`src/rtl/dht_pkg.sv`:
```
// Shared DHT11 definitions: bus timing in microseconds (1 tick = 1 us at 1 MHz),
// the responder state encoding and the 40-bit frame field layout.
// Also used by the DHT11 reader, so keep names stable.
package dht_pkg;

    localparam int DHT_START_MIN_US = 18000;
    localparam int DHT_RESP_DLY_US  = 30;
    localparam int DHT_RESP_LOW_US  = 80;
    localparam int DHT_RESP_HIGH_US = 80;
    localparam int DHT_BIT_LOW_US   = 50;
    localparam int DHT_BIT0_HIGH_US = 26;
    localparam int DHT_BIT1_HIGH_US = 70;
    localparam int DHT_EOT_LOW_US   = 50;
    localparam int DHT_CNT_W        = 15;

    typedef enum logic [2:0] {
        IDLE      = 3'd0,
        WAIT_REL  = 3'd1,
        RESP_LOW  = 3'd2,
        RESP_HIGH = 3'd3,
        BIT_LOW   = 3'd4,
        BIT_HIGH  = 3'd5,
        EOT       = 3'd6
    } dht_state_t;

    // Frame layout, sent MSB (bit 39) first.
    localparam int FRAME_W        = 40;
    localparam int LAST_BIT       = FRAME_W - 1;
    localparam int HUM_INT_LSB    = 32;
    localparam int HUM_FLOAT_LSB  = 24;
    localparam int TEMP_INT_LSB   = 16;
    localparam int TEMP_FLOAT_LSB = 8;
    localparam int CSUM_LSB       = 0;

    // Byte sum mod 256; corrupt flips bit 0 for error injection.
    function automatic logic [7:0] dht_csum(input logic [7:0] a, input logic [7:0] b,
                                            input logic [7:0] c, input logic [7:0] d,
                                            input logic corrupt);
        logic [7:0] s;
        s = a + b + c + d;
        return s ^ {7'b0, corrupt};
    endfunction

    function automatic logic [FRAME_W-1:0] dht_frame(input logic [7:0] hi, input logic [7:0] hf,
                                                     input logic [7:0] ti, input logic [7:0] tf,
                                                     input logic corrupt);
        logic [FRAME_W-1:0] f;
        f = '0;
        f[HUM_INT_LSB    +: 8] = hi;
        f[HUM_FLOAT_LSB  +: 8] = hf;
        f[TEMP_INT_LSB   +: 8] = ti;
        f[TEMP_FLOAT_LSB +: 8] = tf;
        f[CSUM_LSB       +: 8] = dht_csum(hi, hf, ti, tf, corrupt);
        return f;
    endfunction

endpackage

```
`src/rtl/sync_2ff.sv`:
```
// Generic two-flop synchronizer for a single asynchronous level.
// Ports: clk, rst_n (sync, active low), d (async input), q (synchronized output).
// RESET_VAL sets the output during reset; for an open-drain bus that is the idle-high level.
module sync_2ff #(
    parameter logic RESET_VAL = 1'b1
) (
    input  logic clk,
    input  logic rst_n,
    input  logic d,
    output logic q
);

    logic meta;

    always_ff @(posedge clk) begin
        if (!rst_n) begin
            meta <= RESET_VAL;
            q    <= RESET_VAL;
        end else begin
            meta <= d;
            q    <= meta;
        end
    end

endmodule

```
`src/rtl/dht_sensor_emu.sv`:
```
// DHT11 sensor-side responder. Waits for a host start pulse (long low, then release),
// answers with the 80/80 us preamble and a 40-bit frame
// {hum_int, hum_float, temp_int, temp_float, checksum}, MSB first.
// The block only ever pulls the bus low; the board pull-up provides the high level.
// Ports:
//   clk          1 MHz clock, one tick per microsecond
//   rst_n        synchronous reset, active low
//   data_in      bus level from the pad (asynchronous)
//   drive_low    1 = pull the bus low
//   enable       respond to start pulses (looked at only in IDLE)
//   hum_int, hum_float, temp_int, temp_float   payload bytes, latched at start detection
//   corrupt_csum invert checksum bit 0 for the latched frame
//   busy         start detection until bus release
//   frame_done   one-cycle pulse when the final low slot ends
//   fsm_state    current FSM state (debug visibility)
module dht_sensor_emu
    import dht_pkg::*;
#(
    parameter int START_MIN_US = DHT_START_MIN_US,
    parameter int RESP_DLY_US  = DHT_RESP_DLY_US,
    parameter int RESP_LOW_US  = DHT_RESP_LOW_US,
    parameter int RESP_HIGH_US = DHT_RESP_HIGH_US,
    parameter int BIT_LOW_US   = DHT_BIT_LOW_US,
    parameter int BIT0_HIGH_US = DHT_BIT0_HIGH_US,
    parameter int BIT1_HIGH_US = DHT_BIT1_HIGH_US,
    parameter int EOT_LOW_US   = DHT_EOT_LOW_US,
    parameter int CNT_W        = DHT_CNT_W
) (
    input  logic       clk,
    input  logic       rst_n,
    input  logic       data_in,
    output logic       drive_low,
    input  logic       enable,
    input  logic [7:0] hum_int,
    input  logic [7:0] hum_float,
    input  logic [7:0] temp_int,
    input  logic [7:0] temp_float,
    input  logic       corrupt_csum,
    output logic       busy,
    output logic       frame_done,
    output logic [2:0] fsm_state
);

    localparam logic [CNT_W-1:0] TIMER_MAX = '1;
    localparam logic [CNT_W-1:0] START_MIN = CNT_W'(START_MIN_US);

    logic               data_s;
    dht_state_t         state;
    logic [CNT_W-1:0]   timer;
    logic [5:0]         bit_idx;
    logic [FRAME_W-1:0] frame;
    logic               cur_bit;
    logic [CNT_W-1:0]   last_tick;

    sync_2ff #(.RESET_VAL(1'b1)) u_sync (
        .clk   (clk),
        .rst_n (rst_n),
        .d     (data_in),
        .q     (data_s)
    );

    assign fsm_state = state;

    always_comb begin
        cur_bit = frame[6'(LAST_BIT) - bit_idx];
    end

    // Final timer value of the current state: each state lasts exactly N ticks.
    always_comb begin
        last_tick = '0;
        case (state)
            WAIT_REL:  last_tick = CNT_W'(RESP_DLY_US - 1);
            RESP_LOW:  last_tick = CNT_W'(RESP_LOW_US - 1);
            RESP_HIGH: last_tick = CNT_W'(RESP_HIGH_US - 1);
            BIT_LOW:   last_tick = CNT_W'(BIT_LOW_US - 1);
            BIT_HIGH:  last_tick = cur_bit ? CNT_W'(BIT1_HIGH_US - 1) : CNT_W'(BIT0_HIGH_US - 1);
            EOT:       last_tick = CNT_W'(EOT_LOW_US - 1);
            default:   last_tick = '0;
        endcase
    end

    always_ff @(posedge clk) begin
        if (!rst_n) begin
            state      <= IDLE;
            timer      <= '0;
            bit_idx    <= '0;
            frame      <= '0;
            drive_low  <= 1'b0;
            busy       <= 1'b0;
            frame_done <= 1'b0;
        end else begin
            frame_done <= 1'b0;
            if (state == IDLE) begin
                drive_low <= 1'b0;
                if (data_s) begin
                    timer <= '0;
                    // The timer is cleared every high cycle, so a nonzero value here
                    // means the previous cycle was low: this is the 0->1 edge.
                    if (enable && (timer >= START_MIN)) begin
                        frame <= dht_frame(hum_int, hum_float, temp_int, temp_float,
                                           corrupt_csum);
                        busy  <= 1'b1;
                        state <= WAIT_REL;
                    end
                end else if (timer != TIMER_MAX) begin
                    timer <= timer + 1'b1;
                end
            end else if (timer != last_tick) begin
                timer <= timer + 1'b1;
            end else begin
                timer <= '0;
                case (state)
                    WAIT_REL: begin
                        drive_low <= 1'b1;
                        state     <= RESP_LOW;
                    end
                    RESP_LOW: begin
                        drive_low <= 1'b0;
                        state     <= RESP_HIGH;
                    end
                    RESP_HIGH: begin
                        drive_low <= 1'b1;
                        bit_idx   <= '0;
                        state     <= BIT_LOW;
                    end
                    BIT_LOW: begin
                        drive_low <= 1'b0;
                        state     <= BIT_HIGH;
                    end
                    BIT_HIGH: begin
                        drive_low <= 1'b1;
                        if (bit_idx == 6'(LAST_BIT)) begin
                            state <= EOT;
                        end else begin
                            bit_idx <= bit_idx + 1'b1;
                            state   <= BIT_LOW;
                        end
                    end
                    EOT: begin
                        drive_low  <= 1'b0;
                        busy       <= 1'b0;
                        frame_done <= 1'b1;
                        state      <= IDLE;
                    end
                    default: begin
                        drive_low <= 1'b0;
                        busy      <= 1'b0;
                        state     <= IDLE;
                    end
                endcase
            end
        end
    end

endmodule

```
`config.mk`:
```
export PLATFORM = sky130hd
export DESIGN_NAME = dht_sensor_emu
export DESIGN_NICKNAME = d
export VERILOG_FILES = /design/src/rtl/dht_pkg.sv /design/src/rtl/sync_2ff.sv /design/src/rtl/dht_sensor_emu.sv
export SDC_FILE = /design/constraint.sdc
export NUM_CORES = 1
export LEC_CHECK = 0
export ABC_AREA = 1
export BUFFER_PORTS_ARGS = -buffer_cell sky130_fd_sc_hd__buf_2
export CORE_ASPECT_RATIO = 1.5
export CORE_MARGIN = 2
export CORE_UTILIZATION = 60
export CTS_CLUSTER_DIAMETER = 30
export DETAILED_ROUTE_END_ITERATION = 12
export HOLD_SLACK_MARGIN = 0.1
export PLACE_DENSITY = 0.81
export SYNTH_ARGS = -nofsm -noshare
export SYNTH_HDL_FRONTEND = slang
export SYNTH_SLANG_ARGS = --single-unit
```
`constraint.sdc`:
```
create_clock -name clk -period 6.27 [get_ports clk]
set_input_delay 0.9405 -clock clk [delete_from_list [all_inputs] [get_ports clk]]
set_output_delay 0.9405 -clock clk [all_outputs]
set_load 0.01 [all_outputs]
```
==> results.json, run 1 <==
{
  "cellPowerDensity_mw_per_mm2": 274,
  "ys.flop_type": "dfxtp_1",
  "synth_top_area_cell": "dfxtp_1",
  "synth_edf_count": 0,
  "numCtsBuffers": 9,
  "wl_per_cell_um": 14.4,
  "dpl.hpwl_um": 7580,
  "place.gp.congestion": 0.899,
  "rows": 37,
  "max_slew_margin": 0.268,
  "p_leak_nw": 1.94,
  "layout_min_cycle_time_ns": 3.50,
  "report.final.hold_viol_count": 0,
  "status": "complete, no violations",
  "syn_area_mm2": 0.00413,
  "final_max_slew_viol_count": 0,
  "wl_um": 10100,
  "yosysSeqAreaShare": 0.335,
  "rr_worst_depth": 8,
  "reg2reg_to": "frame[39]$_SDFFE_PN0P_",
  "avgSynthCellArea_um2": 7.03,
  "finalCritPeriodShare": 0.558,
  "worstMarginPinSlew_ns": 1.10,
  "drc": 0,
  "io_buffers": 42,
  "synth_commonest_cells": "nand2_1, nor2_1, dfxtp_1",
  "grt_pass1_vias": 3844,
  "drive_gt1_frac": 0.120,
  "finalSetupTns_ns": 0,
  "reg2reg_from": "fsm_state[1]$_SDFFE_PN0P_",
  "design.core.area_mm2": 0.00676,
  "worst_hold_path_type": "register to register",
  "synth_most_common_cell": "nand2_1",
  "grt_overflow": 0,
  "cts_root_buffer": "clkbuf_8",
  "multiInputGateArea_mm2": 0.00246,
  "clock_latency_ns": 0.35,
  "synthTopCellsByArea": "dfxtp_1, nand2_1, nor2_1, fa_1, o21ai_0",
  "path_clk_slew_ns": 0.07,
  "area_growth_pct": 10.9,
  "start_kind": "register",
  "post_cts_resized": 0,
  "cts_max_level": 3,
  "cp_slowest_cell": "inv_1",
  "vdd_drop_max_v": 0.000198,
  "rsz0062_at_grt": "false",
  "vias": 3938,
  "drv_cap": 0,
  "synth_async_sr_flop_share": 0,
  "finalClockSkew_ns": 0.00608,
  "synth_fp_nets": 653,
  "critPathMaxFanout": 39,
  "initial_core_util": 0.611,
  "end_kind": "register",
  "cts_sinks": 69,
  "post_cts_buffers": 0,
  "arrival_ns": 3.78,
  "cts_hold_buf": 0,
  "seqCellArea_mm2": 0.00138,
  "antenna_found_initial": 0,
  "vias_per_cell": 5.61,
  "power_w": 0.00125,
  "fp.dieArea_mm2": 0.00757,
  "slowest_delay_ns": 0.99,
  "cp_data_required_time_ns": 6.56,
  "grt_first_pass_wirelength_um": 17000,
  "yosysWarnings": 0,
  "grt_max_degree": 48,
  "n_fill_cell": 595,
  "crit_chain": "nor3_2 -> inv_1 -> nor3_1 -> nand2_1 -> inv_1 -> buf_4 -> nor2_1 -> nor2_1",
  "min_path_cells": 1,
  "rrSetupSlack_ns": 2.77,
  "fmax_mhz": 286,
  "fp.dieH_um": 106,
  "cts_tree": "yes",
  "syn_inst": 587,
  "synth_top_area_share": 0.335,
  "critPathLaunch": "fsm_state[1]$_SDFFE_PN0P_",
  "grt_use_total": 0.286,
  "boundaryPins": 43,
  "ant_nets": 0,
  "drt_pass1_iterations": 5,
  "clockBufferDepth": 2,
  "die_w_um": 71.7,
  "nets": 685,
  "antenna-diode-count": 0,
  "worstSetupPathType": "register to register",
  "synth_cell_types": 35,
  "synth-seq-cells": 69,
  "first_iter_violations": 295,
  "setup_viol": 0,
  "crit_path_end": "frame[39]$_SDFFE_PN0P_"
}
==> cell type report <==
cell class	instances	area share
repair buffers	44	0.0492
clock buffers	10	0.0301
flip-flops and latches	69	0.302
clock inverters	6	0.0189
multi-input cells	445	0.538
inverters	50	0.0410
well taps	78	0.0213
==> registers in the layout, indices dropped and copies added (netlist names) <==
signal       cells
frame           40
drive_low        1
u_sync.meta      1
u_sync.q         1
timer           15
busy             1
frame_done       1
bit_idx          6
fsm_state        3
==> cell usage in the layout, fill, tap and decap left out, drive strengths merged <==
cell type  synthesis  layout
a211oi             2       2
a21oi             32      32
a31oi              3       3
and2               1       1
buf                6      44
bufinv             0       2
clkbuf            17      10
clkinv             0       3
clkinvlp           0       1
dfxtp             69      69
fa                14      14
ha                15      15
inv               50      50
nand2            116     116
nand3             51      51
nand3b             1       1
nand4              9       9
nor2             103     103
nor3              11      11
nor3b              2       2
nor4               3       3
o211ai             1       1
o21ai             53      53
o221ai             3       3
o31ai              1       1
or2                3       3
xnor2             10      10
xor2              11      11
==> worst min path at each step <==
| stage | startpoint | end |
|---|---|---|
| floorplan | u_sync.meta$_SDFF_PN1_ | u_sync.q$_SDFF_PN1_ |
| global placement | u_sync.meta$_SDFF_PN1_ | u_sync.q$_SDFF_PN1_ |
| detailed placement | u_sync.meta$_SDFF_PN1_ | u_sync.q$_SDFF_PN1_ |
| CTS | u_sync.meta$_SDFF_PN1_ | u_sync.q$_SDFF_PN1_ |
| global route | u_sync.meta$_SDFF_PN1_ | u_sync.q$_SDFF_PN1_ |
| finish | u_sync.meta$_SDFF_PN1_ | u_sync.q$_SDFF_PN1_ |
==> cells by family (layout without fill, tap and decap cells) <==
logic type | after synthesis | count (layout) | share of synthesized area
buffers and inverters | 73 | 110 | 0.0691
XOR/XNOR | 21 | 21 | 0.0445
flip-flops | 69 | 69 | 0.335
adder cells (fa/ha/maj) | 29 | 29 | 0.113
AND/OR/NAND/NOR | 300 | 300 | 0.316
AO/OA/AOI/OAI | 95 | 95 | 0.122
==> stage by stage <==
step / util / setup slack, ns / std cells / hold slack [ns] / instance area (µm²)
after global placement: 0.644 / 2.62 / 686 / 0.401 / 4350
after CTS: 0.677 / 2.76 / 702 / 0.418 / 4580
after global routing: 0.677 / 2.29 / 702 / 0.435 / 4580
after floorplan: - / 2.87 / 587 / 0.393 / 4130
after detailed placement: 0.644 / 2.54 / 686 / 0.399 / 4350
final: 0.677 / 2.77 / 702 / 0.416 / 4580
==> metal layers <==
layer  GRT usage  part of all wire  vias up
met5           0                 0        -
met2       0.505              0.52      120
met3      0.0516             0.040       35
met4       0.170             0.055        0
met1       0.308              0.38     1803
li1            -                 -     1980
==> critical path: cells and delay by family, from the launching register on <==
family	cells	cell delay [ns]
AND/OR/NAND/NOR	5	1.39
flip-flops	1	0.37
buffers and inverters	3	1.66
==> where the power goes <==
group | internal (W) | switching [W] | leakage [nW]
clock | 0.000234 | 0.000171 | 0.112
combinational | 0.000136 | 0.000255 | 1.27
sequential | 0.000446 | 0.0000106 | 0.556
total | 0.000816 | 0.000437 | 1.94
No activity file was read; power rests on OpenSTA's default activity.
==> inputs of run 2 (changes only) <==
CORE_UTILIZATION = 59   (was 60)
PLACE_DENSITY = 0.8   (was 0.81)
clock period = 3.63 ns   (was 6.27 ns; I/O delays follow)
==> run 2 against run 1 <==
Against the previous run: cell count grew 0.28%; setup slack lost 2.1 ns; clock power grew 97%; sequential share of layout area shrank 0.32 points; die area grew 1.6%; critical endpoint is now fsm_state[1]$_SDFFE_PN0P_; via count grew 0.41%; clock skew grew 0.0020 ns; highest routed layer unchanged; maximum frequency grew 17%.
==> results.json, run 2 (synthesized netlist as in run 1, its figures left out) <==
{
  "hold_slack_ns": 0.373,
  "mostFrequentLayoutCell": "nand2_1",
  "antenna_found_initial": 0,
  "drv_cap": 0,
  "arrival_ns": 3.23,
  "grt_first_pass_wirelength_um": 16900,
  "drive_gt1_frac": 0.123,
  "boundaryPins": 43,
  "setup_viol": 0,
  "clock_latency_ns": 0.35,
  "rows": 37,
  "worstMarginPinSlew_ns": 0.754,
  "n_fill_cell": 580,
  "rsz0062_at_grt": "false",
  "seqCellArea_mm2": 0.00138,
  "die_w_um": 72.3,
  "grt_overflow": 0,
  "pwr-share-seq": 0.345,
  "report.final.hold_viol_count": 0,
  "cp_slowest_cell": "dfxtp_1",
  "cts_max_level": 3,
  "fp.dieArea_mm2": 0.00770,
  "top_regs": "frame: 40 flops, timer: 15 flops, bit_idx: 6 flops",
  "post-place-ws_ns": 0.331,
  "ant_nets": 0,
  "wl_um": 10200,
  "finalCritPeriodShare": 0.822,
  "fin_ws_ns": 0.646,
  "p_switching_w": 0.000781,
  "drc": 0,
  "numCtsBuffers": 9,
  "layout.cells.non_filler": 704,
  "use_met3": 0.0616,
  "worstSetupPathType": "register to register",
  "cts_sinks": 69,
  "cts_tree": "yes",
  "vias": 3954,
  "worst_hold_path_type": "input pin to register",
  "largest_register_ffs": 40,
  "io_buffers": 42,
  "dp.cells": 688,
  "grt_pass1_vias": 3829,
  "layout_min_cycle_time_ns": 2.98,
  "area_growth_pct": 12.1,
  "grt_use_total": 0.283,
  "cts_root_buffer": "clkbuf_8",
  "design.core.area_mm2": 0.00681,
  "fp.dieH_um": 106,
  "cp_data_required_time_ns": 3.87,
  "finalClockSkew_ns": 0.00811,
  "crit_chain": "inv_2 -> nand2_1 -> nand3_1 -> nand2_1 -> nand2_1 -> nand3_1 -> nand3_1 -> nand3_1 -> nand2_1 -> nand2_2 -> nand2_1 -> nand2_1 -> nand3_2 -> nand3b_1 -> nor2_1 -> nor2_1 -> nor2_1 -> nor2_1",
  "post_cts_resized": 0,
  "final_cell_mix": "nand2_1, nor2_1, dfxtp_1",
  "vdd_drop_max_v": 0.000318,
  "slowest_delay_ns": 0.70,
  "cp_common_cell": "nand2_1",
  "p_leak_nw": 1.96,
  "dpl.hpwl_um": 7410,
  "antenna-diode-count": 0,
  "cts_hold_buf": 0,
  "start_kind": "register",
  "initial_core_util": 0.607,
  "final_max_slew_viol_count": 0,
  "nets": 687,
  "wl_per_cell_um": 14.4,
  "clockBufferDepth": 2,
  "power_frac_comb": 0.306,
  "status": "complete, no violations",
  "use_met1": 0.306,
  "p_clk_frac": 0.349,
  "post_cts_buffers": 0,
  "fmax_mhz": 335,
  "grt_util_met2": 0.514,
  "grt-busiest-layer": "met2",
  "grt_max_degree": 48,
  "cellPowerDensity_mw_per_mm2": 493,
  "drt_pass1_iterations": 5,
  "first_iter_violations": 235,
  "place.gp.congestion": 0.945,
  "critPathMaxFanout": 21,
  "top_register": "frame",
  "p_sw_frac": 0.342,
  "end_kind": "register",
  "vias_per_cell": 5.62,
  "p_int_w": 0.00150,
  "finalSetupTns_ns": 0,
  "path_clk_slew_ns": 0.08,
  "max_slew_margin": 0.497,
  "multiInputGateArea_mm2": 0.00246
}
## run 2: routing by layer
metal  up-vias  wire [µm]
met5         -          0
met4         0        295
li1       1974          -
met1      1815       3890
met2       142       5460
met3        23        526
## run 2: per-stage QoR
stage          power [W]   util  area [µm²]
3_5_place_dp     0.00149  0.642        4370
5_1_grt          0.00240  0.680        4630
2_1_floorplan    0.00132      -        4130
6_report         0.00228  0.680        4630
4_1_cts          0.00228  0.680        4630
3_3_place_gp     0.00148  0.642        4370
## run 2: power groups by stage
stage	Sequential [W]	Clock (W)	Combinational, W
after floorplan	0.000805	0	0.000514
after global placement	0.000805	0	0.000674
after detailed placement	0.000805	0	0.000687
after CTS	0.000787	0.000804	0.000690
after global routing	0.000790	0.000843	0.000771
final	0.000789	0.000796	0.000698
## run 2: critical path, delay by kind of cell, from the launching register on
| family | cells | cell delay, ns |
|---|---|---|
| and+or+nand+nor | 17 | 1.82 |
| DFF | 1 | 0.70 |
| buffers and inverters | 1 | 0.32 |
## run 2: layout make-up
cell class / count / area share
Timing Repair Buffer: 46 / 0.0519
Inverter: 50 / 0.0406
Clock inverter: 5 / 0.0230
Tap cell: 78 / 0.0211
Multi-Input combinational cell: 445 / 0.532
Sequential cell: 69 / 0.299
Clock buffer: 11 / 0.0327
## run 2: path summary, 6_finish.rpt
path | startpoint | to | slack [ns] | cells after the start
worst max-delay path | bit_idx[0]$_SDFFE_PN0P_ | fsm_state[1]$_SDFFE_PN0P_ | 0.65 | 18
worst min-delay path | data_in | u_sync.meta$_SDFF_PN1_ | 0.37 | 2
worst max register to register | bit_idx[0]$_SDFFE_PN0P_ | fsm_state[1]$_SDFFE_PN0P_ | 0.65 | 18
worst min register to register | u_sync.meta$_SDFF_PN1_ | u_sync.q$_SDFF_PN1_ | 0.42 | 1
==> inputs of run 3 (changes only) <==
CORE_UTILIZATION = 54   (was 59)
PLACE_DENSITY = 0.77   (was 0.8)
clock period = 2.65 ns   (was 3.63 ns; I/O delays follow)
==> run 3 against run 2 <==
Against the previous run: count of clock-buffer cells in the layout fell by 1; routed wire length rose by 4.8%; setup slack got worse by 0.52 ns; first-iteration DRC count rose by 0.85%; non-clock buffer count rose by 19; die area rose by 8.8%; sequential power rose by 37%; largest power group unchanged; sequential share of layout area fell by 1.6 points.
==> results.json, run 3 (synthesized netlist as in run 1, its figures left out) <==
{
  "fp.dieArea_mm2": 0.00838,
  "critPathMaxFanout": 2,
  "top_regs": "frame: 40 flops, timer: 15 flops, bit_idx: 6 flops",
  "boundaryPins": 43,
  "fmax_mhz": 395,
  "rsz0062_at_grt": "false",
  "vias_per_cell": 5.41,
  "grt_overflow": 0,
  "status": "complete, no violations",
  "drc": 0,
  "drt_pass1_iterations": 5,
  "max_slew_margin": 0.597,
  "final_max_slew_viol_count": 0,
  "cellPowerDensity_mw_per_mm2": 708,
  "vias": 4042,
  "pwr-share-seq": 0.312,
  "drv_cap": 0,
  "path_clk_slew_ns": 0.06,
  "wl_per_cell_um": 14.3,
  "cts_root_buffer": "clkbuf_16",
  "final_cell_mix": "nand2_1, nor2_1, dfxtp_1",
  "top_register": "frame",
  "grt_pass1_vias": 3970,
  "antenna-diode-count": 0,
  "largest_register_ffs": 40,
  "end_kind": "register",
  "dp.cells": 729,
  "grt_use_total": 0.270,
  "arrival_ns": 2.76,
  "post-place-ws_ns": -0.237,
  "dpl.hpwl_um": 7850,
  "mostFrequentLayoutCell": "nand2_1",
  "layout_min_cycle_time_ns": 2.53,
  "io_buffers": 42,
  "clockBufferDepth": 2,
  "p_int_w": 0.00232,
  "report.final.hold_viol_count": 0,
  "die_w_um": 75.4,
  "drive_gt1_frac": 0.160,
  "worstMarginPinSlew_ns": 0.603,
  "first_iter_violations": 237,
  "cts_hold_buf": 0,
  "start_kind": "input pin",
  "ant_nets": 0,
  "worstSetupPathType": "input pin to register",
  "vdd_drop_max_v": 0.000513,
  "area_growth_pct": 18.7,
  "power_frac_comb": 0.320,
  "rows": 39,
  "nets": 706,
  "finalClockSkew_ns": 0.00740,
  "cts_sinks": 69,
  "design.core.area_mm2": 0.00751,
  "cts_max_level": 3,
  "worst_hold_path_type": "input pin to register",
  "p_sw_frac": 0.330,
  "grt_first_pass_wirelength_um": 17600,
  "antenna_found_initial": 0,
  "fp.dieH_um": 111,
  "cts_tree": "yes",
  "power_w": 0.00347,
  "finalCritPeriodShare": 0.954,
  "p_clk_frac": 0.368,
  "clock_latency_ns": 0.33,
  "p_leak_nw": 2.09,
  "initial_core_util": 0.549,
  "numCtsBuffers": 9,
  "layout.cells.non_filler": 747,
  "place.gp.congestion": 0.893,
  "fin_ws_ns": 0.121,
  "setup_viol": 0,
  "wl_um": 10700,
  "p_switching_w": 0.00114,
  "cp_data_required_time_ns": 2.88,
  "finalSetupTns_ns": 0,
  "grt_max_degree": 48
}
run 3: path summary, 6_finish.rpt:
| check | startpoint | endpoint | slack (ns) | cells past startpoint |
|---|---|---|---|---|
| max reg2reg | bit_idx[0]$_SDFFE_PN0P_ | bit_idx[1]$_SDFFE_PN0P_ | 0.22 | 18 |
| max | hum_int[1] | frame[7]$_SDFFE_PN0P_ | 0.12 | 13 |
| min reg2reg | u_sync.meta$_SDFF_PN1_ | u_sync.q$_SDFF_PN1_ | 0.43 | 1 |
| min | data_in | u_sync.meta$_SDFF_PN1_ | 0.24 | 2 |
run 3: through the flow:
step	hold slack [ns]	cell area (µm²)	util
2_1_floorplan	0.393	4140	-
3_3_place_gp	0.395	4530	0.603
4_1_cts	0.240	4850	0.645
6_report	0.244	4900	0.652
3_5_place_dp	0.406	4530	0.603
5_1_grt	0.242	4900	0.652
run 3: critical path: stages:
cell	delay (ns)
buf_2	0.11
fa_1	0.50
fa_1	0.52
ha_1	0.17
inv_1	0.06
fa_2	0.35
o21ai_2	0.14
nand2_1	0.06
nand2_1	0.05
a21oi_1	0.07
xor2_1	0.16
o21ai_1	0.12
inv_1	0.04
run 3: layer usage:
layer  wire length, µm  up-vias  GRT usage
li1                  -     2017          -
met1              4120     1858      0.302
met2              5670      135      0.471
met3               470       32     0.0564
met4               397        0      0.122
met5                 0        -          0
run 3: repair_timing:
action	CTS	global route
buffers inserted	0	2
setup endpoints to repair	0	19
resized for setup	0	12
run 3: power by group through the flow:
stage                     clock network [W]  logic, W  registers [W]
after floorplan                           0  0.000713        0.00110
after global placement                    0   0.00101        0.00110
after detailed placement                  0   0.00102        0.00110
after CTS                           0.00129   0.00103        0.00108
after global routing                0.00133   0.00122        0.00109
final                               0.00128   0.00111        0.00108
run 3: final cells by class:
type	instances	area (µm²)
clock buffers	10	229
clock inverters	6	86.3
fillers	668	2610
inverters	50	190
multi-input cells	445	2490
flip-flops and latches	69	1380
well taps	102	128
repair buffers	65	390
